==> src/rtl/ctrl_event_arbiter_pkg.sv <==
// Shared types for the control-event capture path: event codes, widths and the
// event record handed to downstream consumers.
package ctrl_evt_pkg;

    localparam int TS_W_DEF = 12;
    localparam int CH_W     = 2;

    typedef enum logic [1:0] {
        EV_NONE = 2'b00,
        EV_RISE = 2'b01,
        EV_FALL = 2'b10
    } ev_code_e;

    typedef struct packed {
        logic [CH_W-1:0]     ch;
        ev_code_e            code;
        logic [TS_W_DEF-1:0] ts;
    } ev_t;

    function automatic ev_code_e edge_code(input logic is_rise);
        return is_rise ? EV_RISE : EV_FALL;
    endfunction

endpackage

==> src/rtl/ctrl_event_arbiter_rr_arbiter.sv <==
// Round-robin arbiter: one-hot grant plus index over N requesters; the priority
// pointer only moves when the requester actually takes the grant.
module rr_arbiter
    import ctrl_evt_pkg::*;
#(
    parameter int N = 3
) (
    input  logic            clk,
    input  logic            rst,
    input  logic [N-1:0]    i_req,
    input  logic            i_accept,
    output logic [N-1:0]    o_grant,
    output logic [CH_W-1:0] o_grant_idx,
    output logic            o_grant_vld
);

    logic [CH_W-1:0] r_last;
    logic [N-1:0]    w_grant;
    logic [CH_W-1:0] w_idx;
    logic [CH_W-1:0] w_cand;
    logic            w_vld;

    // Scan starts one past the last winner so every requester is served in turn.
    always_comb begin
        // NOTE: every combinational output gets a default first so no path infers a latch.
        w_grant = '0;
        w_idx   = '0;
        w_cand  = '0;
        w_vld   = 1'b0;
        for (int k = 1; k <= N; k++) begin
            w_cand = CH_W'((int'(r_last) + k) % N);
            if (!w_vld && i_req[w_cand]) begin
                w_vld          = 1'b1;
                w_idx          = w_cand;
                w_grant[w_cand] = 1'b1;
            end
        end
    end

    always_ff @(posedge clk) begin
        if (!rst) begin
            r_last <= CH_W'(N - 1);
        end else if (i_accept && w_vld) begin
            r_last <= w_idx;
        end
    end

    assign o_grant     = w_grant;
    assign o_grant_idx = w_idx;
    assign o_grant_vld = w_vld;

endmodule

==> src/rtl/ctrl_event_arbiter.sv <==
// Captures edges on level control inputs, timestamps them, buffers one event per
// channel and serialises them round-robin onto a single valid/ready port.
module ctrl_event_arbiter
    import ctrl_evt_pkg::*;
#(
    parameter int NUM_CH = 3,
    parameter int TS_W   = TS_W_DEF
) (
    input  logic              clk,
    input  logic              rst,
    input  logic [NUM_CH-1:0] ctrl_in,
    input  logic              ev_ready,
    output logic              ev_valid,
    output logic [CH_W-1:0]   ev_ch,
    output logic [1:0]        ev_code,
    output logic [TS_W-1:0]   ev_time,
    output logic [NUM_CH-1:0] overflow,
    output logic              busy
);

    logic [NUM_CH-1:0] r_s1, r_s2, r_p;
    logic [TS_W-1:0]   r_cnt;
    logic [NUM_CH-1:0] r_full;
    ev_code_e          r_slot_code [NUM_CH];
    logic [TS_W-1:0]   r_slot_time [NUM_CH];
    logic              r_valid;
    logic [CH_W-1:0]   r_ch;
    ev_code_e          r_code;
    logic [TS_W-1:0]   r_time;
    logic [NUM_CH-1:0] r_ovf;

    logic [NUM_CH-1:0] w_rise, w_fall, w_edge;
    logic [NUM_CH-1:0] w_grant, w_take;
    logic [CH_W-1:0]   w_grant_idx;
    logic              w_grant_vld;
    logic              w_load;

    always_ff @(posedge clk) begin
        // NOTE: sequential state uses non-blocking assignments so all flops update together.
        if (!rst) begin
            r_s1 <= '0;
            r_s2 <= '0;
            r_p  <= '0;
        end else begin
            r_s1 <= ctrl_in;
            r_s2 <= r_s1;
            r_p  <= r_s2;
        end
    end

    assign w_rise = r_s2 & ~r_p;
    assign w_fall = ~r_s2 & r_p;
    assign w_edge = w_rise | w_fall;

    // Cycles since reset release; sticks at all-ones rather than wrapping.
    always_ff @(posedge clk) begin
        if (!rst) begin
            r_cnt <= '0;
        end else if (r_cnt != '1) begin
            r_cnt <= r_cnt + TS_W'(1);
        end
    end

    rr_arbiter #(
        .N (NUM_CH)
    ) u_rr (
        .clk         (clk),
        .rst         (rst),
        .i_req       (r_full),
        .i_accept    (w_load),
        .o_grant     (w_grant),
        .o_grant_idx (w_grant_idx),
        .o_grant_vld (w_grant_vld)
    );

    // Output register refills while its current event is being accepted.
    assign w_load = w_grant_vld & (~r_valid | ev_ready);
    assign w_take = w_grant & {NUM_CH{w_load}};

    always_ff @(posedge clk) begin
        // NOTE: slot storage is reset as well, since buffered events must vanish on reset.
        if (!rst) begin
            r_full <= '0;
            r_ovf  <= '0;
            for (int i = 0; i < NUM_CH; i++) begin
                r_slot_code[i] <= EV_NONE;
                r_slot_time[i] <= '0;
            end
        end else begin
            for (int i = 0; i < NUM_CH; i++) begin
                if (w_edge[i]) begin
                    // A slot being drained this cycle can take the new edge immediately.
                    if (!r_full[i] || w_take[i]) begin
                        r_full[i]      <= 1'b1;
                        r_slot_code[i] <= edge_code(w_rise[i]);
                        r_slot_time[i] <= r_cnt;
                    end else begin
                        r_ovf[i] <= 1'b1;
                    end
                end else if (w_take[i]) begin
                    r_full[i] <= 1'b0;
                end
            end
        end
    end

    always_ff @(posedge clk) begin
        if (!rst) begin
            r_valid <= 1'b0;
            r_ch    <= '0;
            r_code  <= EV_NONE;
            r_time  <= '0;
        end else if (w_load) begin
            r_valid <= 1'b1;
            r_ch    <= w_grant_idx;
            r_code  <= r_slot_code[w_grant_idx];
            r_time  <= r_slot_time[w_grant_idx];
        end else if (ev_ready) begin
            r_valid <= 1'b0;
        end
    end

    assign ev_valid = r_valid;
    assign ev_ch    = r_ch;
    assign ev_code  = r_code;
    assign ev_time  = r_time;
    assign overflow = r_ovf;
    assign busy     = (|r_full) | r_valid;

endmodule
==> config.mk <==
export PLATFORM = sky130hd
export DESIGN_NAME = ctrl_event_arbiter
export DESIGN_NICKNAME = d
export VERILOG_FILES = /design/src/rtl/ctrl_event_arbiter_pkg.sv /design/src/rtl/ctrl_event_arbiter_rr_arbiter.sv /design/src/rtl/ctrl_event_arbiter.sv
export SDC_FILE = /design/constraint.sdc
export NUM_CORES = 1
export LEC_CHECK = 0
export BUFFER_PORTS_ARGS = -buffer_cell sky130_fd_sc_hd__buf_2
export CAP_MARGIN = 15
export CORE_MARGIN = 2
export CORE_UTILIZATION = 53
export CTS_CLUSTER_DIAMETER = 50
export DETAILED_ROUTE_END_ITERATION = 8
export PLACE_DENSITY = 0.85
export SYNTH_ARGS = -nofsm -noshare
export SYNTH_HDL_FRONTEND = slang
export SYNTH_SLANG_ARGS = --single-unit
==> constraint.sdc <==
create_clock -name clk -period 3.07 [get_ports clk]
set_clock_uncertainty 0.1 [all_clocks]
set_input_delay 0.4605 -clock clk [delete_from_list [all_inputs] [get_ports clk]]
set_output_delay 0.4605 -clock clk [all_outputs]
set_load 0.03 [all_outputs]
After elaboration in Yosys (flattened, before gate mapping)
Memories as Yosys holds them, arrays and structs flattened. A register that Yosys moved wholly into a read port is not among the register bits.
Cells that the tools add are included.
{ "word_totals": {"regBits": 32, "ramBits": 42, "in_bits": 6, "word_cells": 134, "memories": 2} }
{ "op_classes": {"n_addsub": 4, "n_div": 3, "magnitude_cmp": 6, "eq_ne": 4, "n_mux": 54, "bitwise_logic": 21, "reduce_logical": 27} }
{ "memory_table": {"columns": ["name", "depth", "width", "rd", "rd_ports_with_merged_regs", "write_ports", "line", "text"], "rows": [
  ["r_slot_time", 3, 12, 1, 1, 3, "ctrl_event_arbiter.sv:25", "logic [TS_W-1:0] r_slot_time [NUM_CH];"],
  ["r_slot_code", 3, 2, 1, 1, 3, "ctrl_event_arbiter.sv:24", "ev_code_e r_slot_code [NUM_CH];"]
]} }
{ "ops": {"columns": ["op", "count"], "rows": [
  ["$mod A32 B3 Y32 const B", 3],
  ["$mux W12", 3],
  ["$mux W1", 33],
  ["$mux W2", 9],
  ["$add A12 B1 Y12 const B", 1],
  ["$ne A12 B12 Y1 const B", 1],
  ["$reduce_and A2 Y1", 6],
  ["$and A3 B3 Y3", 3],
  ["$lt A2 B3 Y1 const B", 3],
  ["$mux W3", 3],
  ["$or A3 B3 Y3", 3],
  ["$or A1 B1 Y1", 8],
  ["$reduce_bool A2 Y1", 4],
  ["$logic_not A1 Y1", 7],
  ["$add A2 B2 Y3 const B", 2],
  ["$bmux W1 S2", 3],
  ["$demux W1 S2", 3],
  ["$ge A2 B1 Y1 const B", 3],
  ["$logic_and A1 B1 Y1", 6],
  ["$ne A2 B1 Y1 const B", 3],
  ["$not A3 Y3", 2],
  ["$not A1 Y1", 4],
  ["$add A2 B1 Y3 const B", 1],
  ["$logic_or A1 B1 Y1", 3],
  ["other kinds (2)", 2]
]} }

Logic depth before layout (Yosys ltp)
Gate-level depths: netlist of run 1.
{ "logic_depth": {"depth_word": 19, "ltp_mapped": 12, "depth_no_buf": 9} }

Hierarchy
From an unflattened synthesis of run 1, not the netlist that was laid out.
{ "unflattened": {"hier_cells": 356, "hier_area_um2": 3788.6} }
{ "by_module_without_submodules": {"columns": ["mod", "n_inst", "cells_each", "area_each_um2", "seq_area_each_um2"], "rows": [
  ["ctrl_event_arbiter", 1, 306, 3414.5, 2142.1],
  ["rr_arbiter", 1, 50, 374.1, 40.0]
]} }

Worst setup path before layout of run 1
No wires, ideal clock.
{ "synth_path": {"path_type": "reg2reg", "startpoint": "reg ev_ch[0] (netlist name)", "endpoint": "mem r_slot_code[0][0] (netlist name), enable pin", "setup_time_ns": 0.404, "arrival_ns": 2.875, "t_required_ns": 2.566, "path_slack_ns": -0.309, "stages_incl_launch_ff": 10, "path_buffers": 1, "period_less_slack_ns": 3.379, "path_cell_list": "dfxtp_1 > inv_1 > ha_1 > buf_2 > or2b_1 > a21oi_2 > a211oi_1 > a21boi_1 > a21boi_0 > o21ai_0"} }
{ "synth_lines": {"columns": ["item", "line"], "rows": [
  ["end, declared", "ctrl_event_arbiter.sv:24"]
]} }

==> out/summary.txt, run 1 <==
======================================================================================================
Run status .............................................................................. finished, final reports clean
Ports placed on the boundary ............................................................           27
Root Driver .............................................................................     clkbuf_8
Data arrival time of the critical path ..................................................      3.02 ns
Largest buffer count on any clock path ..................................................            2
First-pass GRT wire length ..............................................................     10800 um
Floorplan row count .....................................................................           30
Gp weighted congestion ..................................................................        0.981
Slew @ Worst Pin ........................................................................     0.743 ns
Synth warn ..............................................................................            0
Number of buffers inserted by hold repair at cts ........................................            0
Die outline area ........................................................................ 0.00759 mm^2
Insertion delay of the later-clocked pin in the worst-skew pair .........................      0.35 ns
Syn-to-layout area delta ................................................................        12.2%
Cell with the largest stage delay on the worst path .....................................      dfxtp_1
Pwr per Cell Area .......................................................................  869 mW/mm^2
Number of buffers inserted to repair setup after CTS ....................................            0
Crit start category .....................................................................    flip-flop
TritonCTS clock tree ....................................................................         done
Via count of the first global-routing pass ..............................................         2277
Launch point of the worst reg-to-reg path ............................................... ev_ch[0]$_SDFFE_PN0P_
Post-synthesis instance area ............................................................ 0.00366 mm^2
Endpoint of the worst hold path ......................................................... r_s1[1]$_SDFF_PN0_
Largest driver fanout on the critical path ..............................................           18
Antenna-violating nets left .............................................................            0
GRT Util Overall ........................................................................        18.6%
First DRT Iteration DRCs ................................................................          263
Number of search-and-repair iterations in the first detailed-routing pass ...............            5
Category of the worst setup path capture point ..........................................    flip-flop
Register bit total from synthesis .......................................................           87
Average wire per standard cell ..........................................................      14.9 um
Post-synth EDFFs ........................................................................           42
Antenna violations before repair ........................................................            0
Starting utilization of the core area ...................................................        54.2%
Leakage power ...........................................................................   0.00163 uW
Hold Worst Slack ........................................................................     0.210 ns
Peak supply drop ........................................................................     0.336 mV
Async set-or-reset flop fraction in the synthesized netlist .............................           0%
CP max stage delay ......................................................................      0.38 ns
Layout net count ........................................................................          380
Overall die width .......................................................................      87.1 um
Number of failing hold endpoints at the final stage .....................................            0
Endpoint required time on the critical path .............................................      3.14 ns
Final count of negative-setup-slack endpoints ...........................................            0
Total buffers and inverters traversed by the critical path ..............................            2
Fraction of final layout cells sized beyond drive strength 1 ............................        17.0%
Endpoint of the worst register-to-register path ......................................... r_slot_time[1][11]$_DFFE_PP_
Crit share post-route ...................................................................        96.0%
Syn Nets ................................................................................          350
Count of H-tree levels built during CTS .................................................            3
Clock transition at the register clock pins on the worst setup and hold paths after CTS .      0.08 ns
Largest net degree at the start of global routing .......................................           33
Worst Hold Depth ........................................................................            2
Area of the core ........................................................................ 0.00676 mm^2
Quantity of I/O buffers inserted on ports ...............................................           26
Top cell family by delay on the critical path ........................................... compound AO/OA/AOI/OAI gates
Hold Startpoint .........................................................................   ctrl_in[1]
Die height ..............................................................................      87.1 um
Count of pins over their slew limit .....................................................            0
Primary flip-flop cell chosen by synthesis mapping ......................................      dfxtp_1
Most common cell type on the critical path ..............................................      a211o_1
Post-cts sizing count ...................................................................            1
Achievable Freq .........................................................................    0.339 GHz
Number of vias in the routed layout .....................................................         2489
Gate count of the mapped netlist ........................................................          336
Number of sinks handled by clock tree synthesis .........................................           87
Number of buffers created by CTS ........................................................            9
Final Instance Area ..................................................................... 0.00411 mm^2
Post-DP Area ............................................................................ 0.00387 mm^2
Number of maximum-capacitance constraint violations .....................................            0
Part of the Yosys area used for sequential elements .....................................        59.0%
Post-route DRC violation count ..........................................................            0
Antenna cell count ......................................................................            0
Distinct cell type count of the synthesized netlist .....................................           48
Crit path kind .......................................................................... flip-flop to flip-flop
Worst R2R Setup Slack ...................................................................      0.12 ns
Final critical-path required period .....................................................      2.95 ns
Overflow left after global routing ......................................................            0
Chain of cells forming the critical path ................................................ inv_1, ha_1, nand2b_1, a21oi_2, a211o_1, buf_4, o2111a_1, a211o_1, o211a_4, nor2_1
Hold Path Class ......................................................................... primary input to flip-flop
Worst Reg2Reg Path Length in Cells ......................................................           10
Final Util ..............................................................................        60.9%
HPWL Detailed ...........................................................................      4430 um
Via/cell ratio ..........................................................................         5.52
Avg Cell Area, Syn ......................................................................    10.9 um^2
Total detailed-routing wirelength .......................................................      6700 um
Headroom to the max-slew limit ..........................................................        50.5%
======================================================================================================
layout by cell type, fill, tap and decap left out, drive strengths merged, types with 6 or more instances in the layout:
master   n
xor2     6
o221ai  15
o21ai    6
clkbuf  10
nand3    6
nand2   42
dfxtp   45
buf     38
ha       8
nor2    35
mux2i   17
inv     29
a21oi   12
and2     9
edfxtp  42
kinds of logic (layout without fill, tap and decap cells):
| logic type | Yosys count | count (layout) | synth area share, % |
|---|---|---|---|
| AND/OR/NAND/NOR | 113 | 113 | 14.1 |
| multiplexers | 18 | 18 | 4.95 |
| adder cells (fa/ha/maj) | 8 | 8 | 2.73 |
| flip-flops | 87 | 87 | 59.0 |
| AO/OA/AOI/OAI | 58 | 58 | 11.9 |
| buffers and inverters | 45 | 80 | 5.64 |
| XOR/XNOR | 7 | 7 | 1.67 |
stage by stage:
stage,setup TNS (ns),power [uW],std cells,worst slack [ns]
finish,0,3570,451,0.122
global route,-0.179,3760,451,-0.0224
CTS,0,3560,451,0.0672
detailed placement,-0.586,2740,435,-0.0245
global placement,0,2710,435,0.154
floorplan,0,2430,336,0.0667
sequential cells by signal, summed over array words and instances, names as in the netlist, 3 cells and up:
register     flops
r_cnt           12
ev_time         12
r_slot_time     36
overflow         3
r_s2             3
r_s1             3
r_full           3
r_p              3
r_slot_code      6
power breakdown:
part           internal [uW]  switching, uW  leakage, uW  total, uW
clock network            410            414     0.000108        824
registers               1390           92.1     0.000809       1480
logic                    458            809     0.000710       1270
total                   2260           1320      0.00163       3570
routing by layer:
metal  global-route usage, %  part of all wire [%]
met1                    24.6                    44
met5                       0                     0
met4                    7.83                   1.3
met2                    30.3                    49
met3                    3.03                   5.7
cell type report:
type                       count  area (um^2)
clock inverter                 6         73.8
fill                         538         2650
inverter                      26         97.6
timing repair buffer          38          220
multi-input combinational    204         1320
clock buffer                  10          138
sequential                    87         2160
tap                           80          100
synthesized netlist by cell type (2+ instances only):
| cell | number | area share, % |
|---|---|---|
| ha_1 | 8 | 2.7 |
| buf_2 | 3 | 0.41 |
| mux2i_1 | 17 | 4.6 |
| o211ai_1 | 3 | 0.61 |
| nor2b_1 | 4 | 0.68 |
| buf_4 | 4 | 0.82 |
| and2_1 | 9 | 1.5 |
| a211o_1 | 3 | 0.72 |
| xor2_1 | 6 | 1.4 |
| o21a_1 | 2 | 0.41 |
| nand3_1 | 6 | 0.82 |
| dfxtp_1 | 45 | 25 |
| a211oi_1 | 3 | 0.61 |
| o211a_1 | 2 | 0.55 |
| nand2_1 | 42 | 4.3 |
| clkbuf_1 | 10 | 1.0 |
| and4_1 | 2 | 0.48 |
| nor3_1 | 5 | 0.68 |
| nand2b_1 | 3 | 0.51 |
| inv_1 | 26 | 2.7 |
| o221ai_1 | 14 | 3.3 |
| nor2_1 | 34 | 3.5 |
| edfxtp_1 | 42 | 34 |
| a31oi_1 | 4 | 0.68 |
| a21oi_1 | 11 | 1.5 |
| o21ai_0 | 6 | 0.82 |
worst max path at each step:
| stage | from | end | slack [ns] | cells past startpoint |
|---|---|---|---|---|
| detailed placement | ev_ch[0]$_SDFFE_PN0P_ | r_slot_time[1][6]$_DFFE_PP_ | -0.02 | 10 |
| global route | ev_ch[0]$_SDFFE_PN0P_ | r_slot_code[0][0]$_SDFFCE_PN0P_ | -0.02 | 10 |
| floorplan | ev_ch[0]$_SDFFE_PN0P_ | r_slot_code[0][0]$_SDFFCE_PN0P_ | 0.07 | 9 |
| finish | ev_ch[0]$_SDFFE_PN0P_ | r_slot_time[1][11]$_DFFE_PP_ | 0.12 | 10 |
| CTS | ev_ch[0]$_SDFFE_PN0P_ | ev_time[0]$_SDFFE_PN0P_ | 0.07 | 8 |
| global placement | ev_ch[0]$_SDFFE_PN0P_ | r_slot_time[2][2]$_DFFE_PP_ | 0.15 | 10 |
Note: power is estimated with default switching activity, not from simulation.
==> run 2: changes to the inputs <==
REMOVE_ABC_BUFFERS = 1   (was default)
==> run 2 against run 1 <==
  * Combinational power about the same
  * Worst setup slack worse by 0.027 ns
  * Critical path depth up 1
  * Highest routed layer unchanged
  * Clock power down 10%
  * Sequential share of layout area up 0.13 points
  * Utilization down 0.15 points
==> out/summary.txt, run 2 (synthesis gave the netlist of run 1 again) <==
======================================================================================================
Run status .............................................................................. finished, final reports clean
Root Driver .............................................................................     clkbuf_8
CP max stage delay ......................................................................      0.40 ns   +0.02 ns
Overflow left after global routing ......................................................            0   unchanged
First DRT Iteration DRCs ................................................................          171   -35%
Starting utilization of the core area ...................................................        54.2%   unchanged
Peak supply drop ........................................................................     0.409 mV   +22%
Most common library cell in the layout ignoring fill and taps ...........................      dfxtp_1
Total detailed-routing wirelength .......................................................      6550 um   -2.3%
First-pass GRT wire length ..............................................................     10500 um   -2.8%
Antenna violations before repair ........................................................            0   unchanged
Largest net degree at the start of global routing .......................................           33   unchanged
Syn-to-layout area delta ................................................................        12.0%
Average wire per standard cell ..........................................................      14.6 um   -1.8%
Setup repair after global routing missed its margin .....................................         true
Headroom to the max-slew limit ..........................................................        51.2%   +0.75 points
Final count of negative-setup-slack endpoints ...........................................            0   unchanged
Pwr per Cell Area .......................................................................  853 mW/mm^2   -1.8%
Dpl cells ...............................................................................          433   -0.46%
Placement Setup Slack ...................................................................    0.0639 ns   +0.0883 ns
Number of maximum-capacitance constraint violations .....................................            0   unchanged
Final critical-path required period .....................................................      2.97 ns   +0.0265 ns
Fillers .................................................................................          517   -3.9%
Area used by multi-input combinational logic ............................................ 0.00134 mm^2   +1.1%
Quantity of I/O buffers inserted on ports ...............................................           26   unchanged
Number of buffers inserted by hold repair at cts ........................................            0   unchanged
Via/cell ratio ..........................................................................         5.55   +0.49%
Number of flip-flops in the largest register ............................................           36   unchanged
Count of pins over their slew limit .....................................................            0   unchanged
Gp weighted congestion ..................................................................        0.871   -11%
Clock transition at the register clock pins on the worst setup and hold paths after CTS .      0.09 ns   about the same
Die height ..............................................................................      87.1 um   unchanged
Area of the core ........................................................................ 0.00676 mm^2   unchanged
Post-Layout Cell Count ..................................................................          449   -0.44%
Die outline area ........................................................................ 0.00759 mm^2   unchanged
TritonCTS clock tree ....................................................................         done
Crit path kind .......................................................................... flip-flop to flip-flop
Post-route setup TNS ....................................................................         0 ns   unchanged
Number of buffers created by CTS ........................................................            9   unchanged
Data arrival time of the critical path ..................................................      3.05 ns   +0.03 ns
Antenna-violating nets left .............................................................            0   unchanged
Leading cell types in the layout, fill and taps excluded ................................ dfxtp_1, nand2_1, edfxtp_1, nor2_1
Count of H-tree levels built during CTS .................................................            3   unchanged
Fraction of final layout cells sized beyond drive strength 1 ............................        18.2%   +1.2 points
Largest buffer count on any clock path ..................................................            2   unchanged
Endpoint required time on the critical path .............................................      3.15 ns   about the same
Achievable Freq .........................................................................    0.336 GHz   -0.89%
GRT Util Overall ........................................................................        18.3%   -0.27 points
Antenna cell count ......................................................................            0   unchanged
Chain of cells forming the critical path ................................................ inv_1, ha_1, buf_4, a21oi_1, a211o_1, buf_4, o2111a_1, a211o_1, o211a_1, buf_12, nor2_1
Slew @ Worst Pin ........................................................................     0.732 ns   -0.0112 ns
Final worst setup slack .................................................................    0.0956 ns   -0.0265 ns
Number of sinks handled by clock tree synthesis .........................................           87   unchanged
Largest register by flop count ..........................................................  r_slot_time
Insertion delay of the later-clocked pin in the worst-skew pair .........................      0.36 ns   about the same
Ports placed on the boundary ............................................................           27   unchanged
Total buffers and inverters traversed by the critical path ..............................            4   +2
FF+latch area ........................................................................... 0.00216 mm^2   unchanged
Floorplan row count .....................................................................           30   unchanged
Number of failing hold endpoints at the final stage .....................................            0   unchanged
Layout net count ........................................................................          378   -0.53%
Post-route DRC violation count ..........................................................            0   unchanged
Hold Path Class ......................................................................... primary input to flip-flop
Largest driver fanout on the critical path ..............................................           18   unchanged
Number of search-and-repair iterations in the first detailed-routing pass ...............            5   unchanged
Cell with the largest stage delay on the worst path .....................................         ha_1
Crit start category .....................................................................    flip-flop
Number of vias in the routed layout .....................................................         2490   +0.040%
HPWL Detailed ...........................................................................      4240 um   -4.5%
Category of the worst setup path capture point ..........................................    flip-flop
Via count of the first global-routing pass ..............................................         2192   -3.7%
Leakage power ...........................................................................   0.00160 uW   -1.7%
Overall die width .......................................................................      87.1 um   unchanged
Top cell family by delay on the critical path ........................................... compound AO/OA/AOI/OAI gates
Crit share post-route ...................................................................        96.9%   +0.86 points
======================================================================================================
run 2: metrics by stage:
step	power (uW)	utilization, %	hold slack (ns)	cell area [um^2]
final	3500	60.7	0.199	4100
after global routing	3690	60.7	0.198	4100
after CTS	3450	60.1	0.190	4060
after detailed placement	2720	57.3	0.318	3870
after global placement	2680	57.3	0.314	3870
after floorplan	2360	-	0.312	3550
run 2: repair_timing:
action / 4_1_cts / 5_1_grt
setup buffers: 0 / 0
resized for setup: 0 / 13
endpoints found under the setup margin: 0 / 71
run 2: worst paths after layout:
path	cells after the start	from	slack (ns)	to
worst max-delay path	11	ev_ch[0]$_SDFFE_PN0P_	0.1	r_slot_time[2][3]$_DFFE_PP_
worst min-delay path	2	ctrl_in[1]	0.20	r_s1[1]$_SDFF_PN0_
worst min register to register	1	r_s1[0]$_SDFF_PN0_	0.34	r_s2[0]$_SDFF_PN0_
worst max register to register	11	ev_ch[0]$_SDFFE_PN0P_	0.1	r_slot_time[2][3]$_DFFE_PP_
run 2: final cells by class:
type                            instances  share of cell area, %
Timing Repair Buffer                   36                   5.31
Sequential cell                        87                   52.7
Clock buffer                            9                   3.02
Clock inverter                          7                   1.59
Tap cell                               80                   2.44
Inverter                               26                   2.38
Multi-Input combinational cell        204                   32.6
run 2: where the power goes:
group | internal, uW | switching [uW] | leakage [uW]
sequential | 1390 | 93.8 | 0.000809
combinational | 462 | 811 | 0.000705
clock | 308 | 434 | 0.0000856
total | 2160 | 1340 | 0.00160
run 2: routing by layer:
layer / wire length, um / GRT usage [%]
met4: 85 / 8.11
met2: 3080 / 28.2
met1: 2920 / 24.4
met5: 0 / 0
met3: 465 / 4.83
